--- src/rtl/add_sub_acc.sv ---
// rtl/add_sub_acc.sv - registered ADD/SUB/ACC/CLR stage on a ripple adder with valid/ready on both sides
// Holds one result; a new beat may enter in the same cycle the held result is consumed.

module add_sub_ripple #(
    parameter int W = 8
) (
    input  logic [W-1:0] x,
    input  logic [W-1:0] y,
    input  logic         cin,
    output logic [W-1:0] sum,
    output logic         cout
);
    logic [W:0] c;

    assign c[0] = cin;

    for (genvar i = 0; i < W; i++) begin : g_fa
        assign sum[i]   = x[i] ^ y[i] ^ c[i];
        assign c[i + 1] = (x[i] & y[i]) | (c[i] & (x[i] ^ y[i]));
    end

    assign cout = c[W];
endmodule

module add_sub_acc #(
    parameter int W = 8
) (
    input  logic         clk,
    input  logic         rst,
    input  logic         in_valid,
    output logic         in_ready,
    input  logic [1:0]   op,
    input  logic [W-1:0] a,
    input  logic [W-1:0] b,
    output logic         out_valid,
    input  logic         out_ready,
    output logic [W:0]   result,
    output logic         zero,
    output logic [W-1:0] acc_out
);
    localparam logic [0:0] EMPTY = 1'b0;
    localparam logic [0:0] FULL  = 1'b1;

    localparam logic [1:0] OP_ADD = 2'b00;
    localparam logic [1:0] OP_SUB = 2'b01;
    localparam logic [1:0] OP_ACC = 2'b10;
    localparam logic [1:0] OP_CLR = 2'b11;

    logic [0:0]   state;
    logic [0:0]   state_nx;
    logic [W-1:0] acc_q;
    logic         accept;
    logic [W-1:0] opa;
    logic [W-1:0] opb;
    logic         cin;
    logic [W-1:0] sum;
    logic         cout;
    logic [W:0]   result_nx;

    assign out_valid = (state == FULL);
    assign in_ready  = !out_valid || out_ready;
    assign accept    = in_valid && in_ready;
    assign acc_out   = acc_q;

    // SUB is two's complement: invert b and inject the +1 as carry-in.
    always_comb begin
        opa = a;
        opb = b;
        cin = 1'b0;
        case (op)
            OP_SUB: begin
                opb = ~b;
                cin = 1'b1;
            end
            OP_ACC: begin
                opa = acc_q;
                opb = a;
            end
            default: ;
        endcase
    end

    add_sub_ripple #(.W(W)) u_adder (
        .x    (opa),
        .y    (opb),
        .cin  (cin),
        .sum  (sum),
        .cout (cout)
    );

    assign result_nx = (op == OP_CLR) ? '0 : {cout, sum};

    always_comb begin
        state_nx = state;
        case (state)
            EMPTY:   if (accept) state_nx = FULL;
            FULL:    if (out_ready && !accept) state_nx = EMPTY;
            default: state_nx = EMPTY;
        endcase
    end

    always_ff @(posedge clk or posedge rst) begin
        if (rst) begin
            state  <= EMPTY;
            result <= '0;
            zero   <= 1'b1;
            acc_q  <= '0;
        end else begin
            state <= state_nx;
            if (accept) begin
                result <= result_nx;
                zero   <= (result_nx[W-1:0] == '0);
                if (op == OP_ACC) acc_q <= sum;
                if (op == OP_CLR) acc_q <= '0;
            end
        end
    end
endmodule
--- config.mk ---
export PLATFORM = sky130hd
export DESIGN_NAME = add_sub_acc
export DESIGN_NICKNAME = d
export VERILOG_FILES = /design/src/rtl/add_sub_acc.sv
export SDC_FILE = /design/constraint.sdc
export NUM_CORES = 1
export LEC_CHECK = 0
export ABC_AREA = 1
export ABC_CLOCK_PERIOD_IN_PS = 4600
export BUFFER_PORTS_ARGS = -buffer_cell sky130_fd_sc_hd__buf_2
export CAP_MARGIN = 20
export CORE_ASPECT_RATIO = 0.7
export CORE_MARGIN = 2
export CORE_UTILIZATION = 45
export DETAILED_ROUTE_END_ITERATION = 10
export GPL_TIMING_DRIVEN = 0
export HOLD_SLACK_MARGIN = 0.05
export PLACE_DENSITY_LB_ADDON = 0.12
export SLEW_MARGIN = 20
export SYNTH_ARGS = -nofsm -noshare
export SYNTH_HDL_FRONTEND = slang
export SYNTH_SLANG_ARGS = --single-unit
--- constraint.sdc ---
create_clock -name clk -period 4.6 [get_ports clk]
set_clock_uncertainty 0.1 [all_clocks]
set_input_delay 0.46 -clock clk [delete_from_list [all_inputs] [get_ports clk]]
set_output_delay 0.46 -clock clk [all_outputs]
set_load 0.02 [all_outputs]
==> results.rst, run 1 <==
.. list-table::
   :header-rows: 1

   * - Metric
     - Value
   * - Detailed-route via count
     - between 1k and 1.5k
   * - Post-detailed-placement half-perimeter wirelength
     - about 2.3 mm
   * - Syn Std Cell Area
     - approximately 1300 sq um
   * - Clock network power share
     - 0.165
   * - Post-synth cell types
     - 19
   * - Initial DRC count
     - 44
   * - Worst setup slack after placement
     - -375.9 ps
   * - DRC errors left
     - 0
   * - Die footprint
     - about 3300 sq um
   * - Floorplan die width
     - 67.31 um
   * - Number of nets in the layout
     - between 200 and 250
   * - Timing-limited maximum frequency
     - roughly 230 MHz
   * - Internal power consumption
     - 0.4022 mW
   * - VDD IR max
     - 235.7 uV
   * - Most common cell after layout, fill and taps aside
     - sky130_fd_sc_hd__buf_2
   * - RSZ-0062 raised after global routing
     - true
   * - Number of placed I/O pins
     - 42
   * - Total Power
     - 0.6902 mW
   * - Drt wl/cell
     - ~12 um
   * - Final worst slack
     - approximately 250 ps
   * - Launching element type of the critical path
     - input port
   * - Arr. time, crit path
     - 4430 ps
   * - Height of the die
     - slightly below 50 um
   * - Type of the worst setup path
     - in2reg
   * - Power Dens Cells
     - around 440 nW/um^2
   * - CTS H-Tree Depth
     - 1
   * - Yosys warnings
     - 0
   * - Critical Path Sink Type
     - flop
   * - Cell types occupying the most area after synthesis
     - sky130_fd_sc_hd__dfrtp_1 36%, sky130_fd_sc_hd__fa_1 13%, sky130_fd_sc_hd__nand2_1 12%
   * - Destination of the worst register-to-register timing path
     - zero
   * - Fraction of power spent switching nets
     - 0.4173
   * - Dominant cell type by area after synthesis
     - sky130_fd_sc_hd__dfrtp_1
   * - Run status
     - complete, no violations
   * - Path depth of the worst reg2reg path
     - 16
   * - Cell Count, Final, Fillers Out
     - about 230
   * - Sink count of the clock tree
     - 19
   * - CTS tree
     - built
   * - Ant diodes
     - 0
   * - Critical register-to-register path startpoint
     - acc_out[0]
   * - Worst slew pin tran
     - 706.6 ps
   * - Worst setup slack for register-to-register paths
     - approximately 650 ps
   * - Drt via density
     - a little under 5
   * - Wire length of the first global-routing pass
     - ~4.8 mm
   * - Synthesized Nets
     - around 180
   * - Bufs on Longest Clock Path
     - 2
   * - Top-area cell type share of the netlist area
     - 0.3568
   * - P_leak
     - ~0.84 nW
   * - Number of setup violations in the final report
     - 0
   * - Clock-pin slew on the worst setup and hold paths
     - about 70 ps
   * - I/O Buffers
     - 41
   * - Number of instances in the placed design
     - between 200 and 250
   * - Share of the yosys chip area belonging to registers
     - 0.3776
   * - Number of buffers added to fix hold violations after cts
     - 0
   * - Residual overflow from global routing
     - 0
   * - Count of antenna-violating nets left after detailed routing
     - 0
   * - Worst min path class
     - in2async
   * - DRT Pass-1 Iters
     - 5
   * - Clock latency at the later pin of the worst-skew pair
     - between 200 and 300 ps
   * - Initial antenna violation count
     - 0
   * - Fraction of final layout cells sized beyond drive strength 1
     - 0.3560
   * - Area inside the core boundary
     - around 2700 sq um
   * - Final min period
     - about 4300 ps
   * - Remaining max-slew budget at the tightest pin
     - 0.5284
   * - Flip-flop and latch count after synthesis
     - 19
   * - Placer's final routability congestion estimate
     - roughly 0.87
   * - Vias in the first global route
     - between 1k and 1.5k
   * - Total routing usage reported by global routing
     - 0.1912
   * - Starting density of the core
     - 0.4637
   * - Syn avg cell area
     - around 8.6 sq um
   * - Worst hold-check slack
     - ~210 ps
   * - Syn Inst Count
     - around 150
   * - Net Sw Power
     - ~0.29 mW
   * - Number of max-slew violations in the final report
     - 0
   * - CTS buffer count
     - 3
   * - Final hold violation count
     - 0
   * - Commonest cells after routing, fill and taps aside
     - 42 x sky130_fd_sc_hd__buf_2, 40 x sky130_fd_sc_hd__nand2_1, 21 x sky130_fd_sc_hd__o21ai_0, 18 x sky130_fd_sc_hd__dfrtp_1, 17 x sky130_fd_sc_hd__inv_1
   * - Ratio of final minimum period to clock period
     - 0.9447
   * - Data required time of the worst path
     - around 4700 ps
   * - Maximum number of pins on one net before global-route repair
     - 20
   * - Area Growth Syn to Fin
     - 25.37%
   * - Root buf cell
     - sky130_fd_sc_hd__clkbuf_8
   * - Register share of total power
     - 0.368
   * - Cell row count
     - 16
   * - Maximum capacitance violations
     - 0
   * - Post-CTS Setup Inserts
     - 0
   * - Total wire length
     - approximately 2.8 mm
   * - CP Max Fanout
     - 10
   * - Gate power share
     - 0.467
## cell usage after synthesis
cell	count
sky130_fd_sc_hd__buf_2	2
sky130_fd_sc_hd__buf_6	2
sky130_fd_sc_hd__clkbuf_1	1
sky130_fd_sc_hd__clkinv_2	1
sky130_fd_sc_hd__dfrtp_1	18
sky130_fd_sc_hd__dfstp_2	1
sky130_fd_sc_hd__fa_1	8
sky130_fd_sc_hd__ha_1	3
sky130_fd_sc_hd__inv_1	19
sky130_fd_sc_hd__mux2_2	5
sky130_fd_sc_hd__mux2i_1	3
sky130_fd_sc_hd__nand2_1	40
sky130_fd_sc_hd__nand2_2	2
sky130_fd_sc_hd__nand2_4	1
sky130_fd_sc_hd__nand3_1	2
sky130_fd_sc_hd__nor2_1	7
sky130_fd_sc_hd__o211ai_1	8
sky130_fd_sc_hd__o21ai_0	22
sky130_fd_sc_hd__or2_4	1
## state kept, by name, indices dropped and copies added, names as in the netlist
register / count
result: 9
acc_out: 8
out_valid: 1
zero: 1
## power groups by stage
stage | Clock [mW] | Combinational [mW] | Sequential, mW
2_1_floorplan | 0 | 0.145 | 0.319
3_3_place_gp | 0 | 0.309 | 0.254
3_5_place_dp | 0 | 0.317 | 0.257
4_1_cts | 0.116 | 0.320 | 0.254
5_1_grt | 0.125 | 0.358 | 0.262
6_report | 0.114 | 0.323 | 0.254
## through the flow
stage	area, sq um	TNS (ps)	util
after CTS	1564	0	0.5744
after global routing	1583	0	0.5813
after detailed placement	1513	-1274	0.5556
after floorplan	1262	0	-
final	1583	0	0.5813
after global placement	1513	-743.5	0.5556
## timing repair
item	CTS	global route
pin swaps	0	1
resized for setup	3	12
endpoints found under the setup margin	3	5
## layer usage
layer  up-vias  wire [um]  track usage
met4         0          0      0.01020
met5         -          0            0
met3         0        134      0.05581
met1       538       1341       0.2840
met2        30       1292       0.2937
li1        560          -            -
## layout make-up
cell class | instances | area [sq um]
fill | 271 | 1140
multi-input combinational | 102 | 688.2
sequential | 19 | 476.7
timing repair buffer | 41 | 205.2
inverter | 20 | 76.32
buffer | 5 | 46.29
clock buffer | 4 | 45.04
tap | 36 | 45.04
## cells by family after synthesis
kind of cell	Yosys count	synth area share
simple gates	53	0.1734
mux	8	0.06838
flops	19	0.3776
fa+ha+maj	11	0.1566
buf+inv	25	0.08919
compound gates	30	0.1348
## worst max-delay path: stages
cell and delay [ps]:
sky130_fd_sc_hd__buf_2 100, sky130_fd_sc_hd__inv_1 40, sky130_fd_sc_hd__ha_1 190, sky130_fd_sc_hd__buf_6 140
sky130_fd_sc_hd__buf_6 140, sky130_fd_sc_hd__nand2_1 60, sky130_fd_sc_hd__o211ai_1 70, sky130_fd_sc_hd__o21ai_1 80
sky130_fd_sc_hd__inv_1 70, sky130_fd_sc_hd__fa_2 360, sky130_fd_sc_hd__fa_2 340, sky130_fd_sc_hd__fa_2 350
sky130_fd_sc_hd__fa_2 430, sky130_fd_sc_hd__fa_2 350, sky130_fd_sc_hd__inv_2 60, sky130_fd_sc_hd__fa_2 190
sky130_fd_sc_hd__fa_1 180, sky130_fd_sc_hd__fa_1 410, sky130_fd_sc_hd__inv_1 60, sky130_fd_sc_hd__nand2_1 70
sky130_fd_sc_hd__nand2_1 80, sky130_fd_sc_hd__nor2_1 40, sky130_fd_sc_hd__nand3_1 70, sky130_fd_sc_hd__nand2_1 50
## how the worst max path moves through the flow
stage               start  depth (start not counted)   end
floorplan           op[0]                         23  zero
global placement    op[0]                         22  zero
detailed placement  op[0]                         22  zero
CTS                 op[0]                         24  zero
global route        op[0]                         24  zero
finish              op[0]                         24  zero
No activity file was read; power rests on OpenSTA's default activity.
==> run 2, diff against run 1 <==
Settings changed: ABC_AREA 1 to not set, CORE_MARGIN 2 to not set.
==> results.rst, run 2 <==
.. list-table::
   :header-rows: 1

   * - Metric
     - Value
   * - Run status
     - complete, no violations
   * - I/O Buffers
     - between 40 and 50
   * - Post-detailed-placement half-perimeter wirelength
     - 2.047 mm
   * - Share of flip-flops with an asynchronous set or reset
     - 1.000
   * - Power Dens Cells
     - between 500 and 600 nW/um^2
   * - Number of buffers added to fix hold violations after cts
     - 0
   * - Cell types occupying the most area after synthesis
     - sky130_fd_sc_hd__dfrtp_1 36%, sky130_fd_sc_hd__mux2_2 20%, sky130_fd_sc_hd__fa_1 13%
   * - Clock-pin slew on the worst setup and hold paths
     - ~70 ps
   * - Flip-flop and latch count after synthesis
     - 19
   * - Type of the worst setup path
     - in2reg
   * - Final min period
     - between 4000 and 5000 ps
   * - Ratio of final minimum period to clock period
     - 0.9596
   * - P_leak
     - just under 0.8 nW
   * - Share of the yosys chip area belonging to registers
     - 0.3757
   * - Data required time of the worst path
     - 4670 ps
   * - Drt via density
     - between 5 and 6
   * - Syn avg cell area
     - ~12 sq um
   * - Area inside the core boundary
     - about 2600 sq um
   * - Worst setup slack after placement
     - -432.2 ps
   * - Number of max-slew violations in the final report
     - 0
   * - Synthesized Nets
     - 140
   * - Bufs on Longest Clock Path
     - 2
   * - Number of flip-flops under the largest register name
     - 9
   * - Number of nets in the layout
     - ~190
   * - Total routing usage reported by global routing
     - 0.1684
   * - Cell row count
     - 15
   * - Dominant cell type by area after synthesis
     - sky130_fd_sc_hd__dfrtp_1
   * - DRT Pass-1 Iters
     - 4
   * - Largest reg by FF count
     - result
   * - Yosys warnings
     - 0
   * - Final worst slack
     - about 190 ps
   * - Height of the die
     - 46.43 um
   * - CP Max Fanout
     - 5
   * - Count of antenna-violating nets left after detailed routing
     - 0
   * - Most common cell after layout, fill and taps aside
     - sky130_fd_sc_hd__buf_2
   * - Syn Inst Count
     - roughly 110
   * - Die footprint
     - 3039 sq um
   * - Timing-limited maximum frequency
     - about 230 MHz
   * - CTS buffer count
     - 3
   * - Critical Path Sink Type
     - flop
   * - Worst min path class
     - in2async
   * - Ant diodes
     - 0
   * - Starting density of the core
     - 0.4934
   * - Top-area cell type share of the netlist area
     - 0.3550
   * - Most frequent cells after synthesis
     - 22 x sky130_fd_sc_hd__mux2_2, 18 x sky130_fd_sc_hd__dfrtp_1, 10 x sky130_fd_sc_hd__inv_1, 8 x sky130_fd_sc_hd__fa_1, 7 x sky130_fd_sc_hd__a21oi_1
   * - Worst setup slack for register-to-register paths
     - between 500 and 600 ps
   * - Drt wl/cell
     - roughly 13 um
   * - Placed cell areas
     - between 1500 and 2000 sq um
   * - CTS tree
     - built
   * - Number of placed I/O pins
     - 42
   * - Floorplan die width
     - 65.47 um
   * - Vias in the first global route
     - just over 800
   * - Number of setup violations in the final report
     - 0
   * - Post-synth EDFFs
     - 0
   * - Sink count of the clock tree
     - 19
   * - Wire length of the first global-routing pass
     - approximately 3.7 mm
   * - Placer's final routability congestion estimate
     - between 0.7 and 0.8
   * - CTS H-Tree Depth
     - 1
   * - Root buf cell
     - sky130_fd_sc_hd__clkbuf_8
   * - Final-layout setup total negative slack
     - 0 ps
   * - Commonest cells after routing, fill and taps aside
     - 42 x sky130_fd_sc_hd__buf_2, 22 x sky130_fd_sc_hd__mux2_2, 18 x sky130_fd_sc_hd__dfrtp_1, 10 x sky130_fd_sc_hd__inv_1, 7 x sky130_fd_sc_hd__a21oi_1
   * - Count leader, synth
     - sky130_fd_sc_hd__mux2_2
   * - VDD IR max
     - 332.2 uV
   * - Worst slew pin tran
     - just under 700 ps
   * - Final cell area excluding filler cells
     - between 1500 and 2000 sq um
   * - Maximum number of pins on one net before global-route repair
     - 20
   * - DRC errors left
     - 0
   * - Area Growth Syn to Fin
     - 26.13%
   * - Remaining max-slew budget at the tightest pin
     - 0.5369
   * - Initial antenna violation count
     - 0
   * - Initial DRC count
     - 11
   * - Launching element type of the critical path
     - input port
   * - Clock latency at the later pin of the worst-skew pair
     - roughly 250 ps
   * - Total wire length
     - ~2.5 mm
   * - Maximum capacitance violations
     - 0
   * - Residual overflow from global routing
     - 0
   * - Arr. time, crit path
     - between 4000 and 5000 ps
   * - Dominant synthesized flop cell
     - sky130_fd_sc_hd__dfrtp_1
   * - Syn Std Cell Area
     - roughly 1300 sq um
   * - Fraction of final layout cells sized beyond drive strength 1
     - 0.5294
   * - Detailed-route via count
     - about 950
   * - Final hold violation count
     - 0
   * - Post-synth cell types
     - 23
==> run 2: metal layers <==
| layer | GRT usage | vias up | wire, um |
|---|---|---|---|
| li1 | - | 463 | - |
| met5 | 0 | - | 0 |
| met2 | 0.2845 | 26 | 1190 |
| met3 | 0.04950 | 2 | 111 |
| met1 | 0.2227 | 456 | 1158 |
| met4 | 0.02174 | 0 | 8 |
==> run 2: through the flow <==
| step | hold slack [ps] | util | power (mW) | std cells |
|---|---|---|---|---|
| floorplan | 310.4 | - | 0.5557 | 107 |
| global placement | 384.8 | 0.5898 | 0.6781 | 182 |
| detailed placement | 388.2 | 0.5898 | 0.6907 | 182 |
| CTS | 229.4 | 0.6063 | 0.8030 | 185 |
| global route | 263.9 | 0.6224 | 0.8627 | 187 |
| finish | 214.8 | 0.6224 | 0.8009 | 187 |
==> run 2: layout make-up <==
| class | instances | area [sq um] |
|---|---|---|
| Clock buffer | 3 | 41.29 |
| Clock inverter | 1 | 5.005 |
| Tap cell | 34 | 42.54 |
| Timing Repair Buffer | 43 | 220.2 |
| Multi-Input combinational cell | 73 | 738.2 |
| Sequential cell | 19 | 476.7 |
| Fill cell | 212 | 970.9 |
| Inverter | 10 | 37.54 |
| Buffer | 4 | 38.79 |
==> run 2: path summary, 6_finish.rpt <==
check                            from          to  cells past startpoint
max reg2reg                acc_out[0]        zero                     13
min in group clk             in_valid        zero                      2
max in group asynchronous         rst   result[0]                      2
min                               rst  acc_out[3]                      2
max                             op[0]        zero                     17
min reg2reg                 result[4]   result[4]                      1
==> run 2: kinds of logic after synthesis <==
logic type	count (synthesis)	share of synthesized area
AOI/OAI and AO/OA	17	0.09566
and+or+nand+nor	17	0.07495
muxes	28	0.2426
adders and majority gates	11	0.1558
DFF	19	0.3757
buffers and inverters	15	0.05523
==> run 2: where the power goes <==
part	switching (mW)	internal, mW	leakage, nW
logic	0.225	0.184	0.524
clock network	0.0496	0.0600	0.0255
registers	0.0430	0.240	0.231
total	0.317	0.483	0.780
==> run 2: worst max-delay path: stages <==
cell                      delay [ps]
sky130_fd_sc_hd__buf_2           120
sky130_fd_sc_hd__inv_1            50
sky130_fd_sc_hd__ha_1            170
sky130_fd_sc_hd__buf_8           110
sky130_fd_sc_hd__mux2_2          340
sky130_fd_sc_hd__fa_2            390
sky130_fd_sc_hd__fa_2            340
sky130_fd_sc_hd__fa_1            380
sky130_fd_sc_hd__fa_1            380
sky130_fd_sc_hd__fa_1            360
sky130_fd_sc_hd__inv_1            80
sky130_fd_sc_hd__fa_2            190
sky130_fd_sc_hd__fa_2            200
sky130_fd_sc_hd__fa_1            460
sky130_fd_sc_hd__nor4b_1         170
sky130_fd_sc_hd__a21oi_1         180
sky130_fd_sc_hd__a31oi_1         110
==> run 2: repair_timing <==
item                       4_1_cts  5_1_grt
setup buffers                    0        2
resized for setup                1        9
cloned                           0        0
setup endpoints to repair        3        1
pin swaps                        0        2
